$ cat src/rtl/can_pkg.sv
// can_pkg: CAN field codes, fixed field lengths and the per-field bit-length lookup
package can_pkg;
  typedef enum logic [4:0] {
    WAIT_IDLE, IDLE, SOF, ID_A, SRR_RTR, IDE, ID_B, RTR_EXT, R1, R0,
    DLC, DATA, CRC, CRC_DEL, ACK, ACK_DEL, EOF, INTERMISSION
  } field_e;
  localparam int ID_A_LEN         = 11;
  localparam int ID_B_LEN         = 18;
  localparam int DLC_LEN          = 4;
  localparam int CRC_LEN          = 15;
  localparam int EOF_LEN          = 7;
  localparam int INTERMISSION_LEN = 3;
  localparam int MAX_DATA_BITS    = 64;
  function automatic logic [6:0] field_len(input field_e f, input logic [6:0] data_bits);
    return f == ID_A         ? 7'(ID_A_LEN) :
           f == ID_B         ? 7'(ID_B_LEN) :
           f == DLC          ? 7'(DLC_LEN) :
           f == DATA         ? data_bits :
           f == CRC          ? 7'(CRC_LEN) :
           f == EOF          ? 7'(EOF_LEN) :
           f == INTERMISSION ? 7'(INTERMISSION_LEN) : 7'd1;
  endfunction
endpackage

$ cat src/rtl/can_frame_tracker_if.sv
// can_frame_tracker_if: sampled bus bit in, frame-tracking status out
interface can_frame_tracker_if;
  import can_pkg::*;
  logic       RX;
  logic       EOF_Flag;
  logic       frame_active;
  field_e     field;
  logic       rx_bit;
  logic       rx_bit_valid;
  logic [3:0] dlc;
  logic       stuff_error;
  logic       form_error;
  modport master (
    output RX,
    input  EOF_Flag, frame_active, field, rx_bit, rx_bit_valid, dlc, stuff_error, form_error
  );
  modport slave (
    input  RX,
    output EOF_Flag, frame_active, field, rx_bit, rx_bit_valid, dlc, stuff_error, form_error
  );
endinterface

$ cat src/rtl/can_bit_destuff.sv
// can_bit_destuff: run-length tracker that flags stuff bits and stuff errors in the stuffed region
module can_bit_destuff (
  input  logic SP,
  input  logic reset,
  input  logic RX,
  input  logic enable,
  input  logic restart,
  output logic is_stuff,
  output logic stuff_error
);
  logic [2:0] r_run;
  logic       r_prev;
  assign is_stuff    = enable && r_run == 3'd5;
  assign stuff_error = is_stuff && RX == r_prev;
  always_ff @(posedge SP)
    if (!reset) begin
      r_run  <= '0;
      r_prev <= 1'b0;
    end else if (restart) begin
      r_run  <= 3'd1;
      r_prev <= 1'b0;
    end else if (enable) begin
      r_run  <= (is_stuff || RX != r_prev) ? 3'd1 : r_run + 3'd1;
      r_prev <= RX;
    end
endmodule

$ cat src/rtl/can_frame_tracker.sv
// can_frame_tracker: CAN 2.0 field sequencer with destuffing and EOF window; CAN_EXT_ID_EN enables 29-bit IDs
module can_frame_tracker
  import can_pkg::*;
#(
  parameter int IDLE_BITS = 11
) (
  input logic SP,
  input logic reset,
  can_frame_tracker_if.slave bus
);
  localparam int IW = $clog2(IDLE_BITS + 1);
  field_e        r_field, w_field;
  logic [6:0]    r_cnt, w_cnt_inc, w_data_bits;
  logic [IW-1:0] r_idle;
  logic [3:0]    r_dlc, w_dlc_new;
  logic [2:0]    r_dlc_sr;
  logic          r_rtr, r_eof_n, r_active, r_rx_bit, r_valid, r_stuff_err, r_form_err;
  logic          w_stuffed, w_restart, w_is_stuff, w_stuff_err, w_last, w_idle_done;
  logic          w_valid, w_ide_err, w_form;
  can_bit_destuff u_destuff (
    .SP(SP), .reset(reset), .RX(bus.RX), .enable(w_stuffed), .restart(w_restart),
    .is_stuff(w_is_stuff), .stuff_error(w_stuff_err)
  );
  // CRC_DEL stays in the stuffed region so a stuff bit owed after the last CRC bit is still checked
  assign w_stuffed   = r_field >= ID_A && r_field <= CRC_DEL;
  assign w_restart   = r_field == IDLE && !bus.RX;
  assign w_cnt_inc   = r_cnt + 7'd1;
  assign w_data_bits = r_rtr ? 7'd0 : r_dlc[3] ? 7'(MAX_DATA_BITS) : {1'b0, r_dlc[2:0], 3'b000};
  assign w_last      = w_cnt_inc == field_len(r_field, w_data_bits);
  assign w_dlc_new   = {r_dlc_sr, bus.RX};
  assign w_idle_done = bus.RX && r_idle == IW'(IDLE_BITS - 1);
  assign w_valid     = w_restart || (r_field >= ID_A && r_field <= CRC && !w_is_stuff);
`ifdef CAN_EXT_ID_EN
  assign w_ide_err   = 1'b0;
`else
  assign w_ide_err   = r_field == IDE && bus.RX;
`endif
  assign w_form      = !w_is_stuff && (w_ide_err || (!bus.RX && (r_field == CRC_DEL || r_field == ACK_DEL)));
  always_comb begin
    w_field = r_field;
    if (w_stuff_err)
      w_field = WAIT_IDLE;
    else if (!w_is_stuff)
      unique case (r_field)
        WAIT_IDLE:    w_field = w_idle_done ? IDLE : WAIT_IDLE;
        IDLE:         w_field = bus.RX ? IDLE : ID_A;
        ID_A:         w_field = w_last ? SRR_RTR : ID_A;
        SRR_RTR:      w_field = IDE;
`ifdef CAN_EXT_ID_EN
        IDE:          w_field = bus.RX ? ID_B : R0;
        ID_B:         w_field = w_last ? RTR_EXT : ID_B;
        RTR_EXT:      w_field = R1;
        R1:           w_field = R0;
`else
        IDE:          w_field = bus.RX ? WAIT_IDLE : R0;
`endif
        R0:           w_field = DLC;
        DLC:          w_field = !w_last ? DLC : (r_rtr || w_dlc_new == 4'd0) ? CRC : DATA;
        DATA:         w_field = w_last ? CRC : DATA;
        CRC:          w_field = w_last ? CRC_DEL : CRC;
        CRC_DEL:      w_field = bus.RX ? ACK : WAIT_IDLE;
        ACK:          w_field = ACK_DEL;
        ACK_DEL:      w_field = bus.RX ? EOF : WAIT_IDLE;
        EOF:          w_field = !bus.RX ? WAIT_IDLE : w_last ? INTERMISSION : EOF;
        INTERMISSION: w_field = !bus.RX ? WAIT_IDLE : w_last ? IDLE : INTERMISSION;
        default:      w_field = WAIT_IDLE;
      endcase
  end
  always_ff @(posedge SP)
    if (!reset) begin
      r_field     <= WAIT_IDLE;
      r_cnt       <= '0;
      r_idle      <= '0;
      r_dlc_sr    <= '0;
      r_dlc       <= '0;
      r_rtr       <= 1'b0;
      r_eof_n     <= 1'b1;
      r_active    <= 1'b0;
      r_rx_bit    <= 1'b0;
      r_valid     <= 1'b0;
      r_stuff_err <= 1'b0;
      r_form_err  <= 1'b0;
    end else begin
      r_field     <= w_field;
      r_cnt       <= (w_field != r_field || r_field == WAIT_IDLE || r_field == IDLE) ? '0 :
                     w_is_stuff ? r_cnt : w_cnt_inc;
      r_idle      <= (r_field == WAIT_IDLE && bus.RX && !w_idle_done) ? r_idle + 1'b1 : '0;
      // a dominant EOF bit leaves the window low one more SP so the EOF checker sees it
      r_eof_n     <= !(w_field == EOF || (r_field == EOF && !bus.RX));
      r_active    <= w_field >= ID_A && w_field <= EOF;
      r_valid     <= w_valid;
      r_stuff_err <= w_stuff_err;
      r_form_err  <= w_form;
      if (w_valid)
        r_rx_bit <= bus.RX;
      if (!w_is_stuff && (r_field == SRR_RTR || r_field == RTR_EXT))
        r_rtr <= bus.RX;
      if (r_field == DLC && !w_is_stuff) begin
        r_dlc_sr <= w_dlc_new[2:0];
        if (w_last)
          r_dlc <= w_dlc_new;
      end
    end
  assign bus.EOF_Flag     = r_eof_n;
  assign bus.frame_active = r_active;
  assign bus.field        = r_field;
  assign bus.rx_bit       = r_rx_bit;
  assign bus.rx_bit_valid = r_valid;
  assign bus.dlc          = r_dlc;
  assign bus.stuff_error  = r_stuff_err;
  assign bus.form_error   = r_form_err;
endmodule

$ cat src/flat_wrapper.sv
// flat-port wrapper written by rule: the top's interface ports become plain ports
module can_frame_tracker_flat import can_pkg::*;
#(
  parameter int IDLE_BITS = 11
)
  (SP, reset, bus_RX, bus_EOF_Flag, bus_frame_active, bus_field, bus_rx_bit, bus_rx_bit_valid, bus_dlc, bus_stuff_error, bus_form_error);
  can_frame_tracker_if bus_i ();
  input logic SP;
  input logic reset;
  input wire logic [$bits(bus_i.RX)-1:0] bus_RX;
  output wire logic [$bits(bus_i.EOF_Flag)-1:0] bus_EOF_Flag;
  output wire logic [$bits(bus_i.frame_active)-1:0] bus_frame_active;
  output wire logic [$bits(bus_i.field)-1:0] bus_field;
  output wire logic [$bits(bus_i.rx_bit)-1:0] bus_rx_bit;
  output wire logic [$bits(bus_i.rx_bit_valid)-1:0] bus_rx_bit_valid;
  output wire logic [$bits(bus_i.dlc)-1:0] bus_dlc;
  output wire logic [$bits(bus_i.stuff_error)-1:0] bus_stuff_error;
  output wire logic [$bits(bus_i.form_error)-1:0] bus_form_error;
  assign bus_i.RX = bus_RX;
  assign bus_EOF_Flag = bus_i.EOF_Flag;
  assign bus_frame_active = bus_i.frame_active;
  assign bus_field = bus_i.field;
  assign bus_rx_bit = bus_i.rx_bit;
  assign bus_rx_bit_valid = bus_i.rx_bit_valid;
  assign bus_dlc = bus_i.dlc;
  assign bus_stuff_error = bus_i.stuff_error;
  assign bus_form_error = bus_i.form_error;
  can_frame_tracker #(.IDLE_BITS(IDLE_BITS)) u_core (.SP(SP), .reset(reset), .bus(bus_i));
endmodule
$ cat config.mk
export PLATFORM = sky130hd
export DESIGN_NAME = can_frame_tracker_flat
export DESIGN_NICKNAME = d
export VERILOG_FILES = /design/src/rtl/can_pkg.sv /design/src/rtl/can_frame_tracker_if.sv /design/src/rtl/can_bit_destuff.sv /design/src/rtl/can_frame_tracker.sv /design/src/flat_wrapper.sv
export SDC_FILE = /design/constraint.sdc
export NUM_CORES = 1
export LEC_CHECK = 0
export CAP_MARGIN = 10
export CORE_MARGIN = 4
export CORE_UTILIZATION = 50
export DETAILED_ROUTE_END_ITERATION = 6
export GPL_ROUTABILITY_DRIVEN = 0
export PLACE_DENSITY = 0.7
export SLEW_MARGIN = 20
export SYNTH_ARGS = -nofsm -noshare
export SYNTH_HDL_FRONTEND = slang
export SYNTH_SLANG_ARGS = --single-unit
$ cat constraint.sdc
create_clock -name SP -period 2.9 [get_ports SP]
set_clock_uncertainty 0.1 [all_clocks]
set_input_delay 0.58 -clock SP [delete_from_list [all_inputs] [get_ports SP]]
set_output_delay 0.58 -clock SP [all_outputs]
set_load 0.005 [all_outputs]
# ---- Yosys cells after proc, flatten, opt, wreduce, memory -nomap -nowiden
# Cells that the tools add are included.
dict set report totals {
  reg_bits 34
  input_bits 3
  output_inout_bits 15
  word_cells 111
}
dict set report classes {
  n_addsub 3
  n_lt_le_gt_ge 5
  n_eq_ne 22
  n_mux 29
  bitwise 1
  reduce_logical 36
}
# cell n
set op_table {}
lappend op_table {{case mux 5 bit (14 select lines)} 1}
lappend op_table {{2-to-1 mux 7 bit} 8}
lappend op_table {{== test 5 x 4 -> 1 bit (second input constant)} 7}
lappend op_table {{2-to-1 mux 5 bit} 7}
lappend op_table {{== test 5 x 3 -> 1 bit (second input constant)} 4}
lappend op_table {{logical AND 1 bit} 16}
lappend op_table {{== test 5 bit (second input constant)} 3}
lappend op_table {{2-to-1 mux 3 bit} 4}
lappend op_table {{>= comparator 5 x 2 -> 1 bit (second input constant)} 2}
lappend op_table {{less-or-equal comparator 5 x 4 -> 1 bit (second input constant)} 2}
lappend op_table {{logical OR 1 bit} 9}
lappend op_table {{2-to-1 mux 4 bit} 2}
lappend op_table {{adder 7 x 1 -> 7 bit (second input constant)} 1}
lappend op_table {{== test 7 bit} 1}
lappend op_table {{== test 5 x 1 -> 1 bit (second input constant)} 1}
lappend op_table {{== test 5 x 2 -> 1 bit (second input constant)} 1}
lappend op_table {{less-or-equal comparator 5 bit (second input constant)} 1}
lappend op_table {{zero test 5 bit} 1}
lappend op_table {{2-to-1 mux 1 bit} 5}
lappend op_table {{!= test 5 bit} 1}
lappend op_table {{adder 4 x 1 -> 4 bit (second input constant)} 1}
lappend op_table {{== test 4 bit (second input constant)} 1}
lappend op_table {{zero test 1 bit} 4}
lappend op_table {{zero test 4 bit} 1}
lappend op_table {{9 further kinds} 12}

# ---- Depth between registers and ports, before layout
# Gate-level depths: netlist of run 1.
dict set report depth {
  word_depth 18
  depth_mapped 11
  ltp_nobuf 10
}

# ---- Hierarchy
# Synthesis of run 1 repeated with hierarchy kept, for this count alone.
dict set report unflattened {
  cells_unflattened 284
  hier_area_um2 2352.3
}
# mod instances cells_per_inst area_each_um2 seq_area_each_um2
set modules_own_cells {}
lappend modules_own_cells {can_frame_tracker 1 259 2119.5 600.6}
lappend modules_own_cells {can_bit_destuff 1 25 232.7 80.1}

# ---- Worst setup path after synthesis of run 1
# No wires, ideal clock.
dict set report synth_path {
  path_type {register to register}
  from {reg u_core.r_cnt[0]}
  to {reg u_core.r_dlc[3] (netlist: u_core.bus.dlc[3])}
  setup_ps 128
  t_arrival_ps 2501
  t_required_ps 2672
  setup_slack_ps 171
  stages_incl_launch_ff 11
  n_path_buf 1
  synth_period_minus_slack_ps 2729
  path_cell_list {dfxtp_1 -> ha_1 -> nand3_1 -> o21a_1 -> a211o_1 -> or4_4 -> a211oi_4 -> and2b_1 -> buf_4 -> mux2i_1 -> nor2_1}
}
dict set report synth_between {
  elab_chain_len 3
}
# element line
set synth_lines {}
lappend synth_lines {{start, declared} can_frame_tracker.sv:13} ;# logic [6:0] r_cnt, w_cnt_inc, w_data_bits;
lappend synth_lines {{start signal, assigned} can_frame_tracker.sv:85} ;# r_cnt <= (w_field != r_field || r_field == WAIT_IDLE || r_field == IDLE) ? '0 :
lappend synth_lines {{adder 7 x 1 -> 7 bit} can_frame_tracker.sv:27} ;# assign w_cnt_inc = r_cnt + 7'd1;
lappend synth_lines {{== test 7 bit} can_frame_tracker.sv:29} ;# assign w_last = w_cnt_inc == field_len(r_field, w_data_bits);
lappend synth_lines {{AND reduction 2 bit (no line)} n/a}
lappend synth_lines {{end signal, assigned} can_frame_tracker.sv:101} ;# r_dlc <= w_dlc_new;
lappend synth_lines {{end, declared} can_frame_tracker.sv:15} ;# logic [3:0] r_dlc, w_dlc_new;
# Every way passes these cells.
# A chain may end at the register's enable or synchronous reset.

# ---- Worst setup path in the final report of run 1
dict set report layout_path {
  from {reg u_core.r_rtr}
  to {reg u_core.r_active (netlist: u_core.bus.frame_active)}
}
dict set report layout_between {
  elab_chain_len 13
  elab_cells_between_ends 22
  cone_classes {order compare (2); eq/ne (1); mux (17); reduce/logical (2)}
}
# element line
set layout_lines {}
lappend layout_lines {{start, declared} can_frame_tracker.sv:17} ;# logic r_rtr, r_eof_n, r_active, r_rx_bit, r_valid, r_stuff_err, r_form_err;
lappend layout_lines {{start signal, assigned} can_frame_tracker.sv:97} ;# r_rtr <= bus.RX;
lappend layout_lines {{2-to-1 mux 7 bit} can_frame_tracker.sv:28} ;# assign w_data_bits = r_rtr ? 7'd0 : r_dlc[3] ? 7'(MAX_DATA_BITS) : {1'b0, r_dlc[2:0], 3'b000};
lappend layout_lines {{2-to-1 mux 7 bit} can_pkg.sv:18} ;# f == DATA ? data_bits :
lappend layout_lines {{2-to-1 mux 7 bit} can_pkg.sv:17} ;# f == DLC ? 7'(DLC_LEN) :
lappend layout_lines {{2-to-1 mux 7 bit} can_pkg.sv:16} ;# f == ID_B ? 7'(ID_B_LEN) :
lappend layout_lines {{2-to-1 mux 7 bit} can_pkg.sv:15} ;# return f == ID_A ? 7'(ID_A_LEN) :
lappend layout_lines {{== test 7 bit} can_frame_tracker.sv:29}
lappend layout_lines {{2-to-1 mux 1 bit or 2-to-1 mux 5 bit (tied branches)} {can_frame_tracker.sv:60, can_frame_tracker.sv:64, can_frame_tracker.sv:65}}
lappend layout_lines {{2-to-1 mux 5 bit (on tied branches)} {can_frame_tracker.sv:64, can_frame_tracker.sv:65}}
lappend layout_lines {{case mux 5 bit (14 select lines) (*)} can_frame_tracker.sv:44} ;# unique case (r_field)
lappend layout_lines {{2-to-1 mux 5 bit (*)} can_frame_tracker.sv:43} ;# else if (!w_is_stuff)
lappend layout_lines {{2-to-1 mux 5 bit (*)} can_frame_tracker.sv:41} ;# if (w_stuff_err)
lappend layout_lines {{>= comparator 5 x 2 -> 1 bit or less-or-equal comparator 5 bit (tied branches)} can_frame_tracker.sv:90} ;# r_active <= w_field >= ID_A && w_field <= EOF;
lappend layout_lines {{logical AND 1 bit (*)} can_frame_tracker.sv:90}
lappend layout_lines {{end signal, assigned} can_frame_tracker.sv:78} ;# r_active <= 1'b0;
lappend layout_lines {{end signal, assigned} can_frame_tracker.sv:90}
lappend layout_lines {{end, declared} can_frame_tracker.sv:17}
# Every way passes the cells marked *; elsewhere a longest branch is shown, timed or not.

==> results of run 1 <==
per-stage QoR:
step	instances	setup TNS, ns	cell area (sq um)	power (W)	setup slack (ns)
2_1_floorplan	299	0	2310	0.000496	0.171
3_3_place_gp	390	0	2790	0.000510	0.00849
3_5_place_dp	390	-0.113	2790	0.000510	-0.0434
4_1_cts	399	0	2920	0.000925	0.0498
5_1_grt	402	-0.208	2990	0.000952	-0.0537
6_report	402	0	2990	0.000921	0.0720
registers in the layout, indices dropped and copies added (netlist names):
| signal | count |
|---|---|
| u_core.r_dlc_sr | 3 |
| u_core.r_cnt | 7 |
| u_core.r_idle | 4 |
| u_core.bus.rx_bit | 1 |
| u_core.bus.frame_active | 1 |
| u_core.bus.dlc | 4 |
| u_core.u_destuff.r_run | 3 |
| u_core.r_rtr | 1 |
| u_core.bus.EOF_Flag | 1 |
| u_core.bus.field | 5 |
| u_core.bus.stuff_error | 1 |
| u_core.u_destuff.r_prev | 1 |
| u_core.bus.form_error | 1 |
| u_core.bus.rx_bit_valid | 1 |
path summary, 6_finish.rpt:
path	end	depth (start not counted)
worst max register to register	u_core.bus.frame_active	9
worst min-delay path	u_core.r_idle[0]	1
worst min register to register	u_core.r_idle[0]	1
worst max-delay path	u_core.bus.frame_active	9
layout by cell type (no fill, tap or decap), types with 4 or more instances in the layout:
cell,n
nand4_1,7
o21a_1,6
ha_1,5
o211ai_1,5
nor3_1,9
xor2_1,5
dfxtp_2,5
clkdlybuf4s50_1,17
nor2_1,41
a21oi_1,15
inv_1,11
xnor2_1,13
dfxtp_1,29
o21ai_0,8
nand2_1,25
mux2i_1,9
and2_1,4
clkbuf_8,8
buf_4,41
o21ai_1,5
nand3_1,9
or3_1,4
nor2b_1,7
power by group:
part	internal [W]	switching [W]
Combinational	0.0000121	0.0000186
Clock	0.000240	0.000182
Sequential	0.000468	0.00000126
cell usage after synthesis (5+ instances only):
library cell,instances
mux2i_1,9
ha_1,5
nor2_1,41
nor2b_1,7
inv_1,11
dfxtp_1,34
nor3_1,9
nand4_1,7
clkbuf_1,11
xor2_1,5
o21a_1,6
a21oi_1,15
nand2_1,25
o21ai_0,11
nand3_1,9
xnor2_1,13
o211ai_1,5
critical path, cell delays in order (launching register included):
cell,delay (ns)
dfxtp_1,0.32
or3b_1,0.43
nor2_1,0.22
a21oi_1,0.07
or4_4,0.60
a211oi_4,0.30
buf_12,0.16
o31a_1,0.18
a221oi_2,0.05
o31a_1,0.27
metal layers:
| layer | vias up | track usage, % | wire length, microns |
|---|---|---|---|
| met5 | - | 0 | 0 |
| met4 | 0 | 9.25 | 161 |
| met3 | 19 | 4.37 | 327 |
| met2 | 82 | 33.8 | 3090 |
| met1 | 1092 | 31.4 | 3060 |
| li1 | 1182 | - | - |
cell families (layout without fill, tap and decap cells):
group	Yosys count	after routing	synth area share [%]
xor+xnor	18	18	6.81
flops	34	34	29.4
buf+inv	31	82	5.41
fa+ha+maj	5	5	2.70
compound gates	72	72	22.8
simple gates	130	130	29.0
mux	9	9	3.89
layout make-up:
cell class | count | share of cell area (%)
Tap cell | 52 | 2.17
Inverter | 12 | 1.51
Timing Repair Buffer | 62 | 18.1
Multi-Input combinational cell | 234 | 51.6
Sequential cell | 34 | 23.0
Clock buffer | 8 | 3.68
what timing repair did:
action                                  4_1_cts  5_1_grt
pin swaps                                     1        4
hold buffers                                  0        0
gates resized for setup                       1       16
cloned                                        0        0
setup buffers                                 1        3
endpoints found under the setup margin       11       13
==> flow_metrics.env, run 1 <==
export IMPL_postRouteAntennaNets=0
export IMPL_drt_iter0_drc=192
export IMPL_maxSlewViolCount=0
export IMPL_syn_cell_area_sq_um=2310
export IMPL_yosys_cell_types_count=62
export IMPL_grt_setup_unrepaired="yes"
export IMPL_num_vias=2375
export IMPL_power_density_nw_per_um2=308
export IMPL_viasPerCell=5.91
export IMPL_post_route_util_pct=67.8
export IMPL_insertion_delay_ns=0.30
export IMPL_holdWs_ns=0.372
export IMPL_syn_nets=307
export IMPL_postSynthCellCount=299
export IMPL_io_buffers=17
export IMPL_cts_tree="yes"
export IMPL_synth_seq_cells=34
export IMPL_grt_pass1_wl_mm=10.8
export IMPL_die_h_microns=76.0
export IMPL_root_buffer="clkbuf_8"
export IMPL_initial_utilization_pct=52.4
export IMPL_startpoint="u_core.r_rtr"
export IMPL_fillers=381
export IMPL_area_growth_pct=29.3
export IMPL_async_flop_share_pct=0
export IMPL_clock_sinks=34
export IMPL_max_clock_path_buffers=2
export IMPL_min_period_over_period_pct=97.5
export IMPL_yosysWarnings=0
export IMPL_min_delay_path_class="reg2reg"
export IMPL_worst_slew_pin_slew_ns=0.680
export IMPL_antenna_found_initial=0
export IMPL_critPathMaxFanout=9
export IMPL_wl_mm=6.64
export IMPL_status="finished, final reports clean"
export IMPL_slew_headroom_pct=53.5
export IMPL_yosysTopAreaCellShare_pct=29.4
export IMPL_setup_worst_path_class="reg2reg"
export IMPL_ff_latch_area_sq_um=687
export IMPL_layout_min_cycle_time_ns=2.83
export IMPL_numCtsBuffers=5
export IMPL_hpwl_mm=4.86
export IMPL_n_antenna_cell=0
export IMPL_cp_data_arrival_time_ns=2.91
export IMPL_min_delay_start="u_core.r_idle[0]"
export IMPL_clkTransAtPathRegs_ns=0.06
export IMPL_firstDrtPassIters=4
export IMPL_wl_per_cell_microns=16.5
export IMPL_r2r_start="u_core.r_rtr"
export IMPL_ios=18
export IMPL_ys_seq_area_share_pct=29.4
export IMPL_yosys_area_top_type="dfxtp_1"
export IMPL_core_area_sq_um=4410
export IMPL_grt_pass1_vias=2182
export IMPL_synth_edf_count=0
export IMPL_total_leakage_power_nw=1.14
export IMPL_required_ns=2.98
export IMPL_grt_max_degree=26
export IMPL_multiInputGateArea_sq_um=1550
export IMPL_fp_row_count=24
export IMPL_grt_overflow_total=0
export IMPL_ys_flop_type="dfxtp_1"
export IMPL_die_w_microns=76.0
export IMPL_reg2reg_slack_ns=0.07
export IMPL_fp_dieArea_sq_um=5780
export IMPL_fmax_mhz=354
export IMPL_avgSynthCellArea_sq_um=7.74
export IMPL_track_usage_pct=22.5
export IMPL_finalHoldViolCount=0
export IMPL_synthTopCellsByArea="dfxtp_1, nor2_1, xnor2_1"
export IMPL_drive_gt1_share_pct=20.9
export IMPL_setup_viol=0
export IMPL_crit_path_end_kind="register"
export IMPL_peakVddDrop_mv=0.313
export IMPL_drcViolationCount=0
export IMPL_maxCapViolations=0
export IMPL_cp_start_kind="register"
export IMPL_layout_nets=357
export IMPL_h_tree_depth=2
No activity file was read; power rests on OpenSTA's default activity.
==> inputs of run 2 (changes only) <==
--- a/config.mk
+++ b/config.mk
@@ -10,7 +10,7 @@
 export CORE_UTILIZATION = 50
 export DETAILED_ROUTE_END_ITERATION = 6
 export GPL_ROUTABILITY_DRIVEN = 0
-export PLACE_DENSITY = 0.7
+export PLACE_DENSITY = 0.73
 export SLEW_MARGIN = 20
 export SYNTH_ARGS = -nofsm -noshare
 export SYNTH_HDL_FRONTEND = slang
==> flow_metrics.env, run 2 (synthesis results as in run 1) <==
export IMPL_status="finished, final reports clean"
export IMPL_post_place_ws_ns=-0.00344
export IMPL_postRouteAntennaNets=0
export IMPL_holdWs_ns=0.379
export IMPL_setup_worst_path_class="reg2reg"
export IMPL_required_ns=2.98
export IMPL_grt_overflow_total=0
export IMPL_internal_power_w=0.000642
export IMPL_total_leakage_power_nw=1.08
export IMPL_core_area_sq_um=4410
export IMPL_area_growth_pct=24.5
export IMPL_grt_pass1_vias=2181
export IMPL_dpl_cell_count=383
export IMPL_setup_viol=0
export IMPL_grt_max_degree=32
export IMPL_n_antenna_cell=0
export IMPL_antenna_found_initial=0
export IMPL_cts_tree="yes"
export IMPL_clock_power_share_pct=40.1
export IMPL_post_route_util_pct=65.3
export IMPL_drive_gt1_share_pct=17.6
export IMPL_worst_slew_pin_slew_ns=0.647
export IMPL_root_buffer="clkbuf_8"
export IMPL_io_buffers=17
export IMPL_maxSlewViolCount=0
export IMPL_wl_per_cell_microns=16.3
export IMPL_cp_start_kind="register"
export IMPL_min_delay_path_class="reg2reg"
export IMPL_critPathMaxFanout=5
export IMPL_firstDrtPassIters=5
export IMPL_final_cells=392
export IMPL_slew_headroom_pct=56.8
export IMPL_finalHoldViolCount=0
export IMPL_ios=18
export IMPL_h_tree_depth=2
export IMPL_switchingPower_w=0.000194
export IMPL_drt_iter0_drc=231
export IMPL_mostFrequentLayoutCells="nor2_1, buf_4, dfxtp_1"
export IMPL_clkTransAtPathRegs_ns=0.07
export IMPL_maxCapViolations=0
export IMPL_fp_dieArea_sq_um=5780
export IMPL_die_w_microns=76.0
export IMPL_layout_nets=348
export IMPL_insertion_delay_ns=0.29
export IMPL_min_period_over_period_pct=97.0
export IMPL_max_clock_path_buffers=2
export IMPL_seq_power_share_pct=56.1
export IMPL_power_density_nw_per_um2=290
export IMPL_fp_row_count=24
export IMPL_hpwl_mm=4.58
export IMPL_wl_mm=6.39
export IMPL_swShare_pct=23.2
export IMPL_layout_min_cycle_time_ns=2.81
export IMPL_top_register="u_core.r_cnt"
export IMPL_crit_path_end_kind="register"
export IMPL_die_h_microns=76.0
export IMPL_cp_data_arrival_time_ns=2.89
export IMPL_peakVddDrop_mv=0.289
export IMPL_fmax_mhz=356
export IMPL_viasPerCell=6.03
export IMPL_worst_slack_ns=0.0872
export IMPL_numCtsBuffers=5
export IMPL_largest_register_ff_count=7
export IMPL_clock_sinks=34
export IMPL_initial_utilization_pct=52.4
export IMPL_comb_power_share_pct=3.8
export IMPL_drcViolationCount=0
export IMPL_num_vias=2365
export IMPL_fillers=382
export IMPL_grt_pass1_wl_mm=10.7
export IMPL_track_usage_pct=22.5
export IMPL_mostFrequentLayoutCell="nor2_1"
[run 2: worst max-delay path, stage by stage (launching register included)]
cell	delay, ns
dfxtp_1	0.37
nand4_1	0.15
or3_4	0.37
and4_1	0.20
or4_4	0.58
a211oi_4	0.38
o31a_1	0.21
a221oi_2	0.05
o31a_1	0.28
[run 2: worst paths after layout]
| check | start | cells past startpoint | slack, ns | endpoint |
|---|---|---|---|---|
| worst min-delay path | u_core.r_idle[0] | 1 | 0.38 | u_core.r_idle[0] |
| worst max register to register | u_core.r_cnt[1] | 8 | 0.09 | u_core.bus.frame_active |
| worst max-delay path | u_core.r_cnt[1] | 8 | 0.09 | u_core.bus.frame_active |
| worst min register to register | u_core.r_idle[0] | 1 | 0.38 | u_core.r_idle[0] |
[run 2: metrics by stage]
step / setup TNS [ns] / cell area (sq um) / total power, W
4_1_cts: 0 / 2830 / 0.000837
3_5_place_dp: -0.00656 / 2750 / 0.000511
6_report: 0 / 2880 / 0.000836
2_1_floorplan: 0 / 2310 / 0.000496
3_3_place_gp: 0 / 2750 / 0.000511
5_1_grt: -0.408 / 2880 / 0.000870
[run 2: cell type report]
| cell class | instances | area [sq um] | share of cell area [%] |
|---|---|---|---|
| clock buffers | 5 | 68.8 | 2.39 |
| multi-input cells | 235 | 1550 | 53.9 |
| repair buffers | 52 | 458 | 15.9 |
| flip-flops and latches | 34 | 683 | 23.7 |
| well taps | 52 | 65.1 | 2.26 |
| inverters | 12 | 45.0 | 1.56 |
| clock inverters | 2 | 10.0 | 0.347 |
[run 2: power groups by stage]
stage	clock [W]	combinational, W	sequential, W
after floorplan	0	0.0000158	0.000480
after global placement	0	0.0000309	0.000480
after detailed placement	0	0.0000311	0.000480
after CTS	0.000337	0.0000313	0.000469
after global routing	0.000366	0.0000347	0.000469
final	0.000335	0.0000316	0.000469
[run 2: what timing repair did]
item / 4_1_cts / 5_1_grt
buffers inserted: 0 / 1
resized for setup: 0 / 10
hold buffers: 0 / 0
setup endpoints to repair: 0 / 14
[run 2: metal layers]
layer / track usage, % / vias up / routed length, microns
met5: 0 / - / 0
met4: 9.25 / 0 / 182
met2: 32.4 / 103 / 2810
li1: - / 1165 / -
met1: 32.4 / 1079 / 2950
met3: 4.73 / 18 / 449
